`src/rtl/bk_sector_seq_if.sv`:
```
// Host sector handshake between the save-state sequencer and the HPS block interface.
interface bk_sector_seq_if;
  logic [31:0] sd_lba;
  logic        sd_rd;
  logic        sd_wr;
  logic        sd_ack;

  modport master (output sd_lba, output sd_rd, output sd_wr, input sd_ack);
  modport slave  (input sd_lba, input sd_rd, input sd_wr, output sd_ack);
endinterface

```
`src/rtl/bk_sector_seq.sv`:
```
// Save-state sector sequencer: walks every sector of a backup-RAM slot through the
// host sector handshake on a load/save request, with ack timeout and mount tracking.
module bk_sector_seq #(
  parameter int SECT_BITS = 6,
  parameter int SLOT_BITS = 2,
  parameter int TMO_BITS  = 24
) (
  input  logic                 clk_sys,
  input  logic                 RESET_n,
  input  logic                 downloading,
  input  logic                 img_mounted,
  input  logic                 img_readonly,
  input  logic [63:0]          img_size,
  input  logic                 load_req,
  input  logic                 save_req,
  input  logic [SLOT_BITS-1:0] slot,
  bk_sector_seq_if.master      sd,
  output logic                 bk_ena,
  output logic                 bk_state,
  output logic                 bk_loading,
  output logic                 bk_done,
  output logic                 bk_err
);

  localparam logic [1:0] S_IDLE = 2'd0;
  localparam logic [1:0] S_REQ  = 2'd1;
  localparam logic [1:0] S_XFER = 2'd2;

  logic [1:0]          state;
  logic                dl_q;
  logic                ld_q, ld_p;
  logic                sv_q, sv_p;
  logic                ack_q;
  logic [TMO_BITS-1:0] tmo;
  logic [TMO_BITS-1:0] tmo_inc;
  logic                tmo_exp;
  logic [31:0]         lba;
  logic [31:0]         start_lba;
  logic                rd, wr;
  logic                ena_set;
  logic                ld_edge, sv_edge;
  logic                ack_rise, ack_fall;
  logic                last_sect;

  assign sd.sd_lba = lba;
  assign sd.sd_rd  = rd;
  assign sd.sd_wr  = wr;

  always_comb begin
    ena_set   = downloading & img_mounted & (img_size != '0) & ~img_readonly;
    ld_edge   = ld_q & ~ld_p;
    sv_edge   = sv_q & ~sv_p;
    ack_rise  = sd.sd_ack & ~ack_q;
    ack_fall  = ~sd.sd_ack & ack_q;
    tmo_inc   = tmo + 1'b1;
    // Expiry fires on the cycle the counter would reach all-ones.
    tmo_exp   = &tmo_inc;
    last_sect = &lba[SECT_BITS-1:0];
    start_lba = 32'({slot, {SECT_BITS{1'b0}}});
  end

  always_ff @(posedge clk_sys or negedge RESET_n) begin
    if (!RESET_n) begin
      state      <= S_IDLE;
      dl_q       <= 1'b0;
      ld_q       <= 1'b0;
      ld_p       <= 1'b0;
      sv_q       <= 1'b0;
      sv_p       <= 1'b0;
      ack_q      <= 1'b0;
      tmo        <= '0;
      lba        <= '0;
      rd         <= 1'b0;
      wr         <= 1'b0;
      bk_ena     <= 1'b0;
      bk_state   <= 1'b0;
      bk_loading <= 1'b0;
      bk_done    <= 1'b0;
      bk_err     <= 1'b0;
    end else begin
      dl_q <= downloading;
      if (ena_set)
        bk_ena <= 1'b1;
      else if (downloading && !dl_q)
        bk_ena <= 1'b0;

      ld_q    <= load_req & bk_ena;
      ld_p    <= ld_q;
      sv_q    <= save_req & bk_ena;
      sv_p    <= sv_q;
      ack_q   <= sd.sd_ack;
      bk_done <= 1'b0;

      case (state)
        S_IDLE: begin
          tmo <= '0;
          if (ld_edge || sv_edge) begin
            state      <= S_REQ;
            lba        <= start_lba;
            bk_loading <= ld_edge;
            bk_state   <= 1'b1;
            bk_err     <= 1'b0;
            rd         <= ld_edge;
            wr         <= ~ld_edge;
          end
        end

        S_REQ: begin
          if (tmo_exp) begin
            state      <= S_IDLE;
            tmo        <= '0;
            rd         <= 1'b0;
            wr         <= 1'b0;
            bk_state   <= 1'b0;
            bk_loading <= 1'b0;
            bk_err     <= 1'b1;
          end else if (ack_rise) begin
            state <= S_XFER;
            tmo   <= '0;
            rd    <= 1'b0;
            wr    <= 1'b0;
          end else begin
            tmo <= tmo_inc;
          end
        end

        S_XFER: begin
          if (tmo_exp) begin
            state      <= S_IDLE;
            tmo        <= '0;
            rd         <= 1'b0;
            wr         <= 1'b0;
            bk_state   <= 1'b0;
            bk_loading <= 1'b0;
            bk_err     <= 1'b1;
          end else if (ack_fall) begin
            tmo <= '0;
            // Terminal check precedes the increment, so the slot bits never change.
            if (last_sect) begin
              state      <= S_IDLE;
              bk_state   <= 1'b0;
              bk_loading <= 1'b0;
              bk_done    <= 1'b1;
            end else begin
              state <= S_REQ;
              lba   <= lba + 32'd1;
              rd    <= bk_loading;
              wr    <= ~bk_loading;
            end
          end else begin
            tmo <= tmo_inc;
          end
        end

        default: begin
          state <= S_IDLE;
          tmo   <= '0;
        end
      endcase
    end
  end

endmodule

```
`src/flat_wrapper.sv`:
```
// flat-port wrapper written by rule: the top's interface ports become plain ports
module bk_sector_seq_flat 
#(
  parameter int SECT_BITS = 6,
  parameter int SLOT_BITS = 2,
  parameter int TMO_BITS  = 24
)
  (clk_sys, RESET_n, downloading, img_mounted, img_readonly, img_size, load_req, save_req, slot, bk_ena, bk_state, bk_loading, bk_done, bk_err, sd_sd_lba, sd_sd_rd, sd_sd_wr, sd_sd_ack);
  bk_sector_seq_if sd_i ();
  input  logic clk_sys;
  input  logic RESET_n;
  input  logic downloading;
  input  logic img_mounted;
  input  logic img_readonly;
  input  logic [63:0] img_size;
  input  logic load_req;
  input  logic save_req;
  input  logic [SLOT_BITS-1:0] slot;
  output logic bk_ena;
  output logic bk_state;
  output logic bk_loading;
  output logic bk_done;
  output logic bk_err;
  output wire logic [$bits(sd_i.sd_lba)-1:0] sd_sd_lba;
  output wire logic [$bits(sd_i.sd_rd)-1:0] sd_sd_rd;
  output wire logic [$bits(sd_i.sd_wr)-1:0] sd_sd_wr;
  input wire logic [$bits(sd_i.sd_ack)-1:0] sd_sd_ack;
  assign sd_sd_lba = sd_i.sd_lba;
  assign sd_sd_rd = sd_i.sd_rd;
  assign sd_sd_wr = sd_i.sd_wr;
  assign sd_i.sd_ack = sd_sd_ack;
  bk_sector_seq #(.SECT_BITS(SECT_BITS), .SLOT_BITS(SLOT_BITS), .TMO_BITS(TMO_BITS)) u_core (.clk_sys(clk_sys), .RESET_n(RESET_n), .downloading(downloading), .img_mounted(img_mounted), .img_readonly(img_readonly), .img_size(img_size), .load_req(load_req), .save_req(save_req), .slot(slot), .sd(sd_i), .bk_ena(bk_ena), .bk_state(bk_state), .bk_loading(bk_loading), .bk_done(bk_done), .bk_err(bk_err));
endmodule
```
`config.mk`:
```
export PLATFORM = sky130hd
export DESIGN_NAME = bk_sector_seq_flat
export DESIGN_NICKNAME = d
export VERILOG_FILES = /design/src/rtl/bk_sector_seq_if.sv /design/src/rtl/bk_sector_seq.sv /design/src/flat_wrapper.sv
export SDC_FILE = /design/constraint.sdc
export NUM_CORES = 1
export LEC_CHECK = 0
export CORE_MARGIN = 2
export CORE_UTILIZATION = 48
export CTS_CLUSTER_DIAMETER = 40
export DETAILED_ROUTE_END_ITERATION = 6
export GPL_TIMING_DRIVEN = 0
export PLACE_DENSITY = 0.86
export SKIP_CTS_REPAIR_TIMING = 1
export SLEW_MARGIN = 10
export SYNTH_ARGS = -nofsm -noshare
export SYNTH_HDL_FRONTEND = slang
export SYNTH_SLANG_ARGS = --single-unit
```
`constraint.sdc`:
```
create_clock -name clk_sys -period 4.25 [get_ports clk_sys]
set_input_delay 0.425 -clock clk_sys [delete_from_list [all_inputs] [get_ports clk_sys]]
set_output_delay 0.425 -clock clk_sys [all_outputs]
set_load 0.1 [all_outputs]
```
== After elaboration in Yosys (flattened, before gate mapping) ==
Index checks and enable logic that the tools add are counted.

* Add/subtract/negate cells: 2
* Equality and inequality tests: 12
* Multiplexer cells: 45
* Bitwise gates (word level): 16
* Reductions and logical operators: 17

{| class="wikitable"
|+ Operators with widths
! kind !! count
|-
| $mux 32 || 4
|-
| $mux 24 || 4
|-
| $pmux 32 s2 || 1
|-
| $reduce_bool 64->1 || 1
|-
| $pmux 24 s2 || 1
|-
| $add 32x1->32 const B || 1
|-
| $add 24x1->24 const B || 1
|-
| $mux 1 || 24
|-
| $reduce_and 24->1 || 1
|-
| $reduce_and 5->1 || 3
|-
| $pmux 1 s3 || 4
|-
| $mux 2 || 5
|-
| $and 1x1->1 || 9
|-
| $ne 3x1->1 const B || 3
|-
| $ne 2x1->1 const B || 4
|-
| $not 1->1 || 7
|-
| $pmux 2 s3 || 1
|-
| $reduce_and 3->1 || 2
|-
| $reduce_and 6->1 || 1
|-
| $reduce_bool 2->1 || 3
|-
| $ne 2x2->1 const B || 2
|-
| $ne 3x2->1 const B || 1
|-
| $reduce_bool 3->1 || 1
|-
| $eq 2x1->1 const B || 1
|-
| 7 further kinds || 7
|}

* Register bits after elaboration: 71
* Input port bits: 74
* Output and inout bits: 39
* Logic and storage cells: 108

== Longest topological paths before layout ==
Gate-level depths: netlist of the first run.

* Word-level depth: 5
* Mapped depth: 11
* Mapped depth without buffers: 8

== Worst setup path after synthesis of the first run ==
No wires, ideal clock.

* Kind: flip-flop to flip-flop
* From: reg u_core.tmo[1]
* To: reg u_core.lba[27], in the netlist u_core.sd.sd_lba[27]
* Setup time: 0.120 ns
* Arrival: 2.879 ns
* Required time: 4.130 ns
* Slack: 1.251 ns
* Stages on the path, launching flop included: 11
* Path buffers: 3
* Period minus slack after synthesis: 2.999 ns
* Path through: dfrtp_1 ha_1 buf_2 or4b_1 a211oi_1 o21ai_1 or4_1 buf_2 buf_6 a311o_1 a21o_1

* Longest elaborated chain between the ends: 4

{| class="wikitable"
|+ RTL lines
! item !! RTL line !! RTL
|-
| from (decl) || bk_sector_seq.sv:34 || <nowiki>logic [TMO_BITS-1:0] tmo;</nowiki>
|-
| from (signal assigned) || bk_sector_seq.sv:123 || <nowiki>tmo <= tmo_inc;</nowiki>
|-
| from (signal assigned) || bk_sector_seq.sv:151 || <nowiki>tmo <= tmo_inc;</nowiki>
|-
| $add 24x1->24 || bk_sector_seq.sv:55 || <nowiki>tmo_inc = tmo + 1'b1;</nowiki>
|-
| $reduce_and 24->1 || bk_sector_seq.sv:57 || <nowiki>tmo_exp = &tmo_inc;</nowiki>
|-
| $ne 2x2->1 (no source line) || - ||
|-
| $reduce_and 5->1 (no source line) || - ||
|-
| to (signal assigned) || bk_sector_seq.sv:99 || <nowiki>lba <= start_lba;</nowiki>
|-
| to (signal assigned) || bk_sector_seq.sv:146 || <nowiki>lba <= lba + 32'd1;</nowiki>
|-
| to (decl) || bk_sector_seq.sv:37 || <nowiki>logic [31:0] lba;</nowiki>
|}

Every way passes these cells.
A chain may end at the register's enable or synchronous reset.

== Worst setup path after layout of the first run ==
* From: reg u_core.tmo[1]
* To: reg u_core.wr, in the netlist u_core.sd.sd_wr

* Longest elaborated chain between the ends: 4
* Elaborated cells between the ends (all ways): 9
* Those cells by class: add/sub: 1; eq/ne: 3; mux: 3; reduce/logical: 2

{| class="wikitable"
|+ RTL lines
! item !! RTL line !! RTL
|-
| $add 24x1->24 * || bk_sector_seq.sv:55 ||
|-
| $reduce_and 24->1 * || bk_sector_seq.sv:57 ||
|-
| $ne 3x1->1 (no source line), or another cell as far along || - ||
|-
| $reduce_and 5->1 (no source line) / $pmux 1 s3 (equally long branches) || - ||
|-
| to (signal assigned) || bk_sector_seq.sv:104 || <nowiki>wr <= ~ld_edge;</nowiki>
|-
| to (signal assigned) || bk_sector_seq.sv:148 || <nowiki>wr <= ~bk_loading;</nowiki>
|-
| to (decl) || bk_sector_seq.sv:39 || <nowiki>logic rd, wr;</nowiki>
|}

Every way passes the cells marked *; elsewhere a longest branch is shown, timed or not.

==> out/results.ini, run 1 <==
[clock_tree]
tritoncts = yes
clk_pin_slew_worst_paths_ns = 0.08
cts_made_buffers = 9
clock_tree.buffer_depth = 2
clkSinkCount = 71
h-tree-depth = 3
root_buffer = clkbuf_8
clk_latency_ns = 0.34

[floorplanning]
core_um2 = 8180
pin_count = 113
row_count = 33
fp.dieW_um = 95.5
initial_utilization = 0.491
die_height_um = 95.5
dieArea_um2 = 9110

[route]
remaining_drc_errors = 0
via_per_inst = 5.94
drt_first_pass_iters = 5
wl_um = 10900
ant_nets = 0
via_count = 3902
post_drt_wl_per_cell_um = 16.6
dr.first_iter.drc_count = 226

[timing]
maxSlewHeadroom = 0.235
hold_viol_final = 0
fmax_ghz = 0.267
slew_viol_final = 0
fin_hold_ws_ns = 0.388
finalSetupViolations = 0
period_minus_slack_ns = 3.75
tns_ns = 0
rsz0062_at_grt = no
worstMarginPinSlew_ns = 1.14
finClkSkew_ns = 0.0103
finalCritPeriodShare = 0.883

[power]
ir_worst_vdd_mv = 0.363
power_density_nw_per_um2 = 461
finalPower_mw = 2.56
leakagePower_nw = 2.23
p_sw_mw = 1.07
power.share.clock = 0.259
combinationalPowerShare = 0.420
internal-power_mw = 1.49
sw_frac_of_total = 0.419
seq_power_share = 0.321

[worst_setup_path]
slowest_stage = nor4_1
critPathRequiredTime_ns = 4.48
r2r_start = u_core.tmo[1]
worst-path-buf-inv = 1
path_max_fanout = 11
path_depth = 9
cp-startpoint = u_core.tmo[1]
worstRegToRegCells = 9
path_cells = ha_1 -> buf_2 -> and3_1 -> nand4_2 -> nor3_1 -> o211ai_1 -> nor4_1 -> o21ai_1 -> mux2_2
cpPeakStageDelay_ns = 1.02
crit_path_start_kind = flip-flop
worstSetupPathType = flip-flop to flip-flop
worstSetupEndpointType = flip-flop
crit_arrival_ns = 3.98
crit_family = simple AND/OR/NAND/NOR gates

[synthesis]
synth-async-reset-ratio = 1.00
synthSimpleGateAreaFrac = 0.310
synth_edf_count = 0
seq_area_frac_synth = 0.443
synth_top_family_by_area = simple AND/OR/NAND/NOR gates
yosys_warnings = 0
synth-compound-area-share = 0.132
muxShareOfSynthArea = 0.0212
synth_top_area_share = 0.443
synthFlopType = dfrtp_1
syn_nets = 503
syn_area_um2 = 4020
synth_cell_types = 66
syn_inst = 422
synth_adder_area_share = 0.0218
synth.top_cells.by_area = dfrtp_1 44%, nor2_1 4.7%, nor4_1 3.7%
synthXorXnorAreaFrac = 0.0414
syn_area_per_cell_um2 = 9.51
yosysTopAreaCell = dfrtp_1
synth_seq_cells = 71

[final_layout]
nets = 628
final_cells = 657
final_cell_mix = 111 x clkdlybuf4s50_1, 71 x dfrtp_1, 50 x nor2_1
final_common_cell = clkdlybuf4s50_1
antenna_cells = 0
area_growth_pct = 38.2
filler_cell_count = 643
drive_gt1_frac = 0.0924

[run]
maxCapViolCount = 0

[min_path]
worstHoldPathType = flip-flop to flip-flop
worstHoldPathCells = 0
min_from = u_core.ld_q

[placement]
post-place-cells = 640
place_congestion = 0.899
dp_hpwl_um = 8230
portBuffers = 112

[grt]
track_usage = 0.256
grt_pass1_wl_um = 18100
grt_pass1_vias = 3883
grt_max_degree = 57
grt.overflow.total = 0
antenna_found_initial = 0

[outcome]
outcome = finished clean

[kinds of logic after synthesis]
kind of cell	after synthesis
mux	8
xor+xnor	19
flops	71
compound gates	72
buf+inv	27
simple gates	218
fa+ha+maj	7
[synthesized netlist by cell type (3+ instances only)]
cell type	n
xnor2_1	10
a21oi_1	9
nor2_1	50
mux2i_1	4
and4_1	4
a211o_1	3
buf_2	9
a31oi_1	11
nor2b_1	7
mux2_2	4
ha_1	7
nand3_1	25
and2_1	19
xor2_1	9
nand2b_1	4
and3_1	5
o31ai_1	10
nor3_1	8
nand4_1	13
nor4_1	24
nand2_1	25
inv_1	10
nand3b_1	4
o211ai_1	3
a22o_1	3
or4_1	5
or3_1	6
a311o_1	3
o21ai_0	3
dfrtp_1	71
clkbuf_1	6
o31a_1	3
o41ai_1	4
[sequential cells by signal, summed over array words and instances (netlist names)]
| register | cells |
|---|---|
| u_core.sv_p | 1 |
| u_core.sd.sd_rd | 1 |
| u_core.ld_p | 1 |
| u_core.tmo | 24 |
| u_core.bk_done | 1 |
| u_core.bk_err | 1 |
| u_core.ld_q | 1 |
| u_core.sd.sd_lba | 32 |
| u_core.dl_q | 1 |
| u_core.sv_q | 1 |
| u_core.sd.sd_wr | 1 |
| u_core.ack_q | 1 |
| u_core.bk_loading | 1 |
| u_core.state | 2 |
| u_core.bk_ena | 1 |
| u_core.bk_state | 1 |
[cell type report]
class / instances / area (um2) / area share
buffer: 17 / 86.3 / 0.0156
clock buffer: 11 / 141 / 0.0255
multi-input combinational: 324 / 2110 / 0.381
clock inverter: 5 / 105 / 0.0189
inverter: 10 / 37.5 / 0.00676
sequential: 71 / 1780 / 0.320
timing repair buffer: 114 / 1160 / 0.208
tap: 105 / 131 / 0.0237
[power groups by stage]
stage / clock network, mW / logic, mW / registers (mW)
final: 0.662 / 1.08 / 0.820
after global routing: 0.704 / 1.15 / 0.828
after CTS: 0.672 / 1.08 / 0.818
after detailed placement: 0 / 1.07 / 0.830
after global placement: 0 / 1.05 / 0.825
after floorplan: 0 / 0.410 / 1.17
[stage by stage]
stage	setup slack [ns]	utilization	cell area, um2
floorplan	1.25	-	4020
global placement	0.433	0.644	5270
detailed placement	0.646	0.647	5290
CTS	0.574	0.678	5540
global route	0.180	0.679	5550
finish	0.499	0.679	5550
[metal layers]
metal	share of wire	vias up	global-route usage
met5	0	-	0
met4	0.029	0	0.111
met3	0.074	27	0.0506
met2	0.52	208	0.457
met1	0.38	1847	0.299
li1	-	1820	-
[path summary, 6_finish.rpt]
check	slack (ns)	to
worst max-delay path	0.50	u_core.sd.sd_wr
worst min-delay path	0.39	u_core.ld_p
worst max register to register	0.50	u_core.sd.sd_wr
worst min register to register	0.39	u_core.ld_p
max in group asynchronous	3.22	u_core.bk_err
min in group asynchronous	0.49	u_core.sd.sd_lba[5]
No activity file was read; power rests on OpenSTA's default activity.
==> inputs of run 2 (changes only) <==
CORE_UTILIZATION = 56   (was 48)
DONT_BUFFER_PORTS = 1   (was unset)
PLACE_DENSITY = 0.77   (was 0.86)
==> run 2 against run 1 <==
Net effect: non-clock buffer count shrank 112; highest routed layer unchanged; critical path type unchanged; clock-buffer cell count is the same; power shrank 11%; via count shrank 13%; die area shrank 14%; combinational power shrank 49%; clock skew shrank 0.0013 ns; flip-flop and latch count is the same; largest cell class unchanged; sequential share of layout area grew 8.7 points; setup slack gained 0.043 ns; maximum frequency grew 1.2%; first-iteration DRC count shrank 35%.
==> out/results.ini, run 2 (synthesized netlist as in run 1, its figures left out) <==
[clock_tree]
clock_tree.buffer_depth = 2
clk_latency_ns = 0.36
clk_pin_slew_worst_paths_ns = 0.08
tritoncts = yes
h-tree-depth = 3
clkSinkCount = 71
root_buffer = clkbuf_8
cts_made_buffers = 9

[run]
maxCapViolCount = 0

[final_layout]
final_cell_mix = 71 x dfrtp_1, 50 x nor2_1, 25 x nand2_1, 25 x nand3_1, 24 x nor4_1
nets = 516
largest_reg_flops = 32
postLayoutCellArea_um2 = 4360
area_growth_pct = 8.69
antenna_cells = 0
final_common_cell = dfrtp_1
drive_gt1_frac = 0.116

[floorplanning]
row_count = 30
dieArea_um2 = 7860
die_height_um = 88.7
fp.dieW_um = 88.7
pin_count = 113
initial_utilization = 0.585
core_um2 = 6870

[grt]
grt.overflow.total = 0
antenna_found_initial = 0
grt_max_degree = 72
grt_pass1_vias = 3382
track_usage = 0.261
grt_pass1_wl_um = 16100

[worst_setup_path]
crit_arrival_ns = 3.95
worst-r2r-setup-slack_ns = 0.54
path_cells = ha_1 -> buf_2 -> and3_1 -> nand4_2 -> nor3_1 -> o211ai_1 -> nor4_1 -> o21ai_1 -> mux2_2
r2r_start = u_core.tmo[1]
worstSetupEndpointType = flip-flop
cp-startpoint = u_core.tmo[1]
cpPeakStageDelay_ns = 1.04
critPathRequiredTime_ns = 4.49
worstSetupPathType = flip-flop to flip-flop
crit_end = u_core.sd.sd_wr
path_max_fanout = 11
r2r-end = u_core.sd.sd_wr
crit_path_start_kind = flip-flop
worstRegToRegCells = 9
slowest_stage = nor4_1

[timing]
slew_viol_final = 0
fmax_ghz = 0.270
maxSlewHeadroom = 0.216
worstMarginPinSlew_ns = 1.17
period_minus_slack_ns = 3.71
rsz0062_at_grt = no
finalSetupViolations = 0
hold_viol_final = 0
finalCritPeriodShare = 0.872
tns_ns = 0
finClkSkew_ns = 0.00895

[route]
remaining_drc_errors = 0
drt_first_pass_iters = 4
via_count = 3394
dr.first_iter.drc_count = 148
ant_nets = 0
wl_um = 9680
via_per_inst = 6.33
post_drt_wl_per_cell_um = 18.1

[placement]
placedInstanceArea_um2 = 4140
portBuffers = 0
dp_hpwl_um = 7070
place_congestion = 0.929

[power]
leakagePower_nw = 1.78
power_density_nw_per_um2 = 520
ir_worst_vdd_mv = 0.271

[min_path]
worstHoldPathCells = 0
worstHoldPathType = input pin to flip-flop

[outcome]
outcome = finished clean

## run 2: power by group
group | internal, mW | switching (mW) | total [mW]
registers | 0.733 | 0.451 | 1.18
clock network | 0.248 | 0.284 | 0.531
logic | 0.203 | 0.349 | 0.552
## run 2: worst min path at each step
stage / startpoint / endpoint / slack, ns
3_3_place_gp: RESET_n / u_core.sd.sd_lba[2] / 0.13
5_1_grt: sd_sd_ack / u_core.ack_q / 0.08
6_report: sd_sd_ack / u_core.ack_q / 0.09
2_1_floorplan: RESET_n / u_core.ack_q / 0.13
4_1_cts: RESET_n / u_core.sd.sd_lba[10] / -0.25
3_5_place_dp: RESET_n / u_core.sd.sd_lba[3] / 0.13
## run 2: final cells by class
type | instances | area, um2
inverters | 10 | 37.5
well taps | 96 | 120
plain buffers | 17 | 86.3
clock inverters | 5 | 40.0
clock buffers | 11 | 151
repair buffers | 2 | 37.5
fillers | 598 | 2500
flip-flops and latches | 71 | 1780
multi-input cells | 324 | 2110
## run 2: worst max-delay path: cells and delay by family (launching register included)
family / cells / cell delay [ns]
compound gates: 2 / 0.51
flops: 1 / 0.55
simple gates: 4 / 1.77
buf+inv: 1 / 0.21
fa+ha+maj: 1 / 0.22
mux: 1 / 0.33
## run 2: layer usage
metal | global-route usage | share of wire | vias to the layer above
met3 | 0.0485 | 0.059 | 15
met5 | 0 | 0 | -
met1 | 0.342 | 0.44 | 1658
li1 | - | - | 1600
met4 | 0.110 | 0.020 | 0
met2 | 0.424 | 0.48 | 121
## run 2: stage by stage
stage | power (mW) | setup WS [ns] | hold slack (ns) | utilization | std cells
6_report | 2.27 | 0.542 | 0.0870 | 0.635 | 536
5_1_grt | 2.37 | 0.155 | 0.0778 | 0.635 | 536
4_1_cts | 2.25 | 0.567 | -0.252 | 0.630 | 534
3_5_place_dp | 1.73 | 0.576 | 0.131 | 0.602 | 518
3_3_place_gp | 1.70 | 0.745 | 0.131 | 0.602 | 518
2_1_floorplan | 1.58 | 1.25 | 0.129 | - | 422
